[src/rtl/voice_div_scheduler.sv]
// voice_div_scheduler: time-shares one sequential divider across NVOICE oscillator voices per sample tick
module voice_div_scheduler #(
    parameter int NVOICE   = 4,
    parameter int CNT_W    = 16,
    parameter int Q_W      = 8,
    parameter int WAIT_MAX = 63
) (
    input  logic                    clk,
    input  logic                    reset,
    input  logic                    sample_tick,
    input  logic [NVOICE-1:0]       voice_en,
    input  logic [NVOICE*CNT_W-1:0] count_i,
    input  logic [NVOICE*CNT_W-1:0] divider_i,
    output logic                    div_load_o,
    output logic [CNT_W-1:0]        div_dividend_o,
    output logic [CNT_W-1:0]        div_divisor_o,
    input  logic                    div_done_i,
    input  logic [Q_W-1:0]          div_quotient_i,
    output logic [NVOICE*Q_W-1:0]   sample_o,
    output logic                    sample_valid_o,
    output logic                    busy_o,
    output logic                    overrun_o,
    output logic                    timeout_o
);
    localparam int IW = NVOICE > 1 ? $clog2(NVOICE) : 1;
    localparam int TW = $clog2(WAIT_MAX + 1);

    typedef enum logic [2:0] {IDLE, EVAL, LOAD, WAIT, DONE} state_t;
    state_t state, state_n;

    logic [IW-1:0]    idx;
    logic [TW-1:0]    timer;
    logic [CNT_W-1:0] cnt, dvs;
    logic [Q_W-1:0]   wr_val;
    logic             last, wr, adv, to;

    assign cnt            = count_i[idx*CNT_W +: CNT_W];
    assign dvs            = divider_i[idx*CNT_W +: CNT_W];
    assign last           = idx == IW'(NVOICE - 1);
    assign div_load_o     = state == LOAD;
    assign sample_valid_o = state == DONE;
    assign busy_o         = state != IDLE;

    always_comb begin
        state_n = state;
        wr      = 1'b0;
        wr_val  = '0;
        adv     = 1'b0;
        to      = 1'b0;
        case (state)
            IDLE: state_n = sample_tick ? EVAL : IDLE;
            EVAL: begin
                if (!voice_en[idx] || dvs == '0) begin
                    wr  = 1'b1;
                    adv = 1'b1;
                end else if (cnt >= dvs) begin
                    wr     = 1'b1;
                    wr_val = '1;
                    adv    = 1'b1;
                end else begin
                    state_n = LOAD;
                end
            end
            LOAD: state_n = WAIT;
            WAIT: begin
                if (div_done_i) begin
                    wr     = 1'b1;
                    wr_val = div_quotient_i;
                    adv    = 1'b1;
                end else if (timer == TW'(WAIT_MAX - 1)) begin
                    wr  = 1'b1;
                    adv = 1'b1;
                    to  = 1'b1;
                end
            end
            DONE:    state_n = IDLE;
            default: state_n = IDLE;
        endcase
        if (adv) state_n = last ? DONE : EVAL;
    end

    always_ff @(posedge clk or posedge reset) begin
        if (reset) state <= IDLE;
        else       state <= state_n;
    end

    always_ff @(posedge clk or posedge reset) begin
        if (reset) begin
            idx            <= '0;
            timer          <= '0;
            sample_o       <= '0;
            div_dividend_o <= '0;
            div_divisor_o  <= '0;
            overrun_o      <= 1'b0;
            timeout_o      <= 1'b0;
        end else begin
            overrun_o <= sample_tick && state != IDLE;
            timeout_o <= to;
            if (state == IDLE && sample_tick) idx <= '0;
            if (state == EVAL && state_n == LOAD) begin
                div_dividend_o <= cnt;
                div_divisor_o  <= dvs;
            end
            if (state == LOAD)      timer <= '0;
            else if (state == WAIT) timer <= timer + TW'(1);
            if (wr) sample_o[idx*Q_W +: Q_W] <= wr_val;
            if (adv && !last) idx <= idx + IW'(1);
        end
    end
endmodule
[config.mk]
export PLATFORM = sky130hd
export DESIGN_NAME = voice_div_scheduler
export DESIGN_NICKNAME = d
export VERILOG_FILES = /design/src/rtl/voice_div_scheduler.sv
export SDC_FILE = /design/constraint.sdc
export NUM_CORES = 1
export LEC_CHECK = 0
export CAP_MARGIN = 20
export CORE_ASPECT_RATIO = 1.75
export CORE_MARGIN = 4
export CORE_UTILIZATION = 43
export CTS_BUF_LIST = sky130_fd_sc_hd__clkbuf_4 sky130_fd_sc_hd__clkbuf_8
export DETAILED_ROUTE_END_ITERATION = 8
export HOLD_SLACK_MARGIN = 0.03
export PLACE_DENSITY = 0.91
export SYNTH_ARGS = -nofsm -noshare
export SYNTH_HDL_FRONTEND = slang
export SYNTH_SLANG_ARGS = --single-unit
[constraint.sdc]
create_clock -name clk -period 4.4 [get_ports clk]
set_input_delay 0.88 -clock clk [delete_from_list [all_inputs] [get_ports clk]]
set_output_delay 0.88 -clock clk [all_outputs]
set_load 0.02 [all_outputs]
==> results.json <==
{
  "status": "completed",
  "cts_setup_buffers": 0,
  "report.final.slew_viol_count": 0,
  "seqPwrFrac": 0.244,
  "cp-end-kind": "register",
  "crit_fanout": 32,
  "clk_latency_ns": 0.34,
  "synth_fp_nets": 519,
  "switchingPower_mw": 2.19,
  "grt_max_degree": 58,
  "top_usage_layer": "met2",
  "antenna_found_initial": 0,
  "period_minus_slack_ns": 4.04,
  "pwr-share-clk": 0.109,
  "ctsLongestPathBuffers": 2,
  "p_leak_nw": 3.09,
  "hold_path.class": "register to register",
  "dieArea_sq_mm": 0.0127,
  "ctsResizeCount": 0,
  "multi_input_area_sq_mm": 0.00254,
  "final_common_cell": "clkdlybuf4s50_1",
  "finalSetupViolations": 0,
  "final_cells": 704,
  "first_pass_iters": 4,
  "whs_endpoint": "timer[3]",
  "fin_hold_ws_ns": 0.492,
  "comb_power_share": 0.647,
  "fmaxAchievable_ghz": 0.248,
  "regToRegEndpoint": "div_divisor_o[12]",
  "use_met2": 0.435,
  "cts_root_buffer": "clkbuf_8",
  "r2r_cells": 10,
  "drc": 0,
  "regArea_sq_mm": 0.00193,
  "use_met1": 0.220,
  "p_int_mw": 3.03,
  "startpoint_type": "register",
  "critPathArrivalTime_ns": 4.26,
  "ctsHoldBuffers": 0,
  "switching_share": 0.420,
  "fin_ws_ns": 0.361,
  "syn_inst": 352,
  "ys_seq_elements": 77,
  "die_width_um": 86.8,
  "nets": 736,
  "clk_pin_slew_ns": 0.08,
  "power.total_mw": 5.22,
  "skew_ns": 0.00803,
  "dp_slack_ns": 0.151,
  "final_cell_mix": "clkdlybuf4s50_1 (212), dfrtp_1 (76), mux4_2 (33)",
  "hold_violations": 0,
  "power.density_mw_per_mm2": 725,
  "ff2ff_setup_slack_ns": 0.36,
  "cp.required_ns": 4.62,
  "worstHoldStart": "timer[3]",
  "dpl.cell_count": 687,
  "antenna_left": 0,
  "tightest_slew_ns": 0.609,
  "numCtsBuffers": 9,
  "ys_seq_area_frac": 0.412,
  "irDropWorstVdd_mv": 0.447,
  "num_io_pins": 213,
  "core_area_sq_mm": 0.0107,
  "fill_cells": 742,
  "use_met3": 0.0555,
  "rsz0062_at_grt": "no",
  "wl_per_cell_um": 20.6,
  "drt_wl_total_um": 14500,
  "synthesis.area_sq_mm": 0.00467,
  "start_util": 0.437,
  "grt.overflow.total": 0,
  "setup_tns_ns": 0,
  "critPathKind": "register to register",
  "io_buffers": 212,
  "rows": 50,
  "drive_above_1_share": 0.186,
  "grt_pass1_vias": 4352,
  "avgSynthCellArea_sq_um": 13.3,
  "vias_per_cell": 5.67,
  "gp_congestion": 0.843,
  "htreeDepth": 3,
  "vias": 3989,
  "antenna_cells": 0,
  "period_share": 0.918,
  "maxCapViolations": 0,
  "ys_warn_count": 0,
  "cts.sinks": 77,
  "synthToLayoutAreaGrowth_pct": 54.1,
  "ys_types": 48,
  "cts_tree": "done",
  "drt-initial-drc-count": 136,
  "grtUsageTotal": 0.230,
  "maxSlewHeadroom": 0.592,
  "dp_hpwl_um": 12100,
  "grt_pass1_wl_um": 22200,
  "rr_startpoint": "idx[0]",
  "holdPathStages": 1,
  "die_h_um": 146
}
[power by group through the flow]
stage               Sequential (mW)  Combinational, mW  Clock (mW)
floorplan                      1.51               1.95           0
global placement               1.27               3.26           0
detailed placement             1.29               3.40           0
CTS                            1.28               3.40       0.585
global route                   1.32               3.60       0.613
finish                         1.28               3.38       0.570
[logic make-up after synthesis]
group	after synthesis	synth area share
flip-flops	77	0.412
AO/OA/AOI/OAI	74	0.128
AND/OR/NAND/NOR	70	0.0884
multiplexers	67	0.265
buffers and inverters	41	0.0447
adder cells (fa/ha/maj)	23	0.0616
[through the flow]
stage | area [sq um] | utilization
after detailed placement | 6960 | 0.650
after floorplan | 4670 | -
after CTS | 7170 | 0.671
final | 7200 | 0.673
after global placement | 6960 | 0.650
after global routing | 7200 | 0.673
[worst max path at each step]
stage                        from                 end  depth (start not counted)
floorplan                  idx[0]   div_dividend_o[0]                         12
finish                     idx[0]   div_divisor_o[12]                         10
global route               idx[0]   div_divisor_o[15]                         10
CTS                        idx[0]   div_divisor_o[15]                         10
global placement    divider_i[48]  div_dividend_o[15]                         10
detailed placement  divider_i[32]   div_dividend_o[8]                         10
[sequential cells by signal, summed over array words and instances, names as in the netlist]
signal          cells
div_dividend_o     16
timeout_o           1
overrun_o           1
sample_o           32
div_divisor_o      16
idx                 2
state               3
timer               6
[cell usage after synthesis, drive strengths merged]
master / number / area (sq um)
dfrtp: 77 / 1930
mux2: 33 / 484
mux4: 33 / 743
a22o: 32 / 280
inv: 24 / 90.1
ha: 23 / 288
nand2: 22 / 82.6
o21ai: 20 / 100
buf: 15 / 111
nand4: 8 / 56.3
nor2: 7 / 26.3
a211oi: 5 / 87.6
a21oi: 5 / 25.0
nand2b: 5 / 31.3
nor4: 5 / 56.3
nand3: 4 / 25.0
nor3: 4 / 20.0
o211ai: 4 / 30.0
and2: 3 / 18.8
and3: 2 / 17.5
clkbuf: 2 / 7.51
nor2b: 2 / 12.5
nor3b: 2 / 15.0
o31ai: 2 / 15.0
a2111o: 1 / 11.3
a21boi: 1 / 7.51
a221oi: 1 / 8.76
a2bb2oi: 1 / 8.76
a311oi: 1 / 15.0
and2b: 1 / 8.76
and4: 1 / 8.76
mux2i: 1 / 10.0
nand4b: 1 / 8.76
o211a: 1 / 10.0
or3: 1 / 6.26
or3b: 1 / 8.76
or4b: 1 / 10.0
[worst max-delay path, cell delays in order, from the launching register on]
cell,delay (ns)
dfrtp_2,0.74
buf_12,0.25
mux4_2,0.58
ha_1,0.36
a21oi_1,0.18
o21ai_0,0.12
a221oi_1,0.48
nand3_2,0.14
or3_2,0.50
buf_12,0.22
mux2_4,0.32
[area by class of cell]
| type | count | area share |
|---|---|---|
| clock inverter | 4 | 0.00747 |
| timing repair buffer | 223 | 0.314 |
| inverter | 24 | 0.0127 |
| clock buffer | 12 | 0.0229 |
| tap | 130 | 0.0226 |
| multi-input combinational | 234 | 0.353 |
| sequential | 77 | 0.268 |
[routing by layer]
layer  up-vias  part of all wire
met1      1946              0.32
met3        37             0.076
met5         -                 0
met4         0             0.043
li1       1786                 -
met2       220              0.56
No activity file was read; power rests on OpenSTA's default activity.
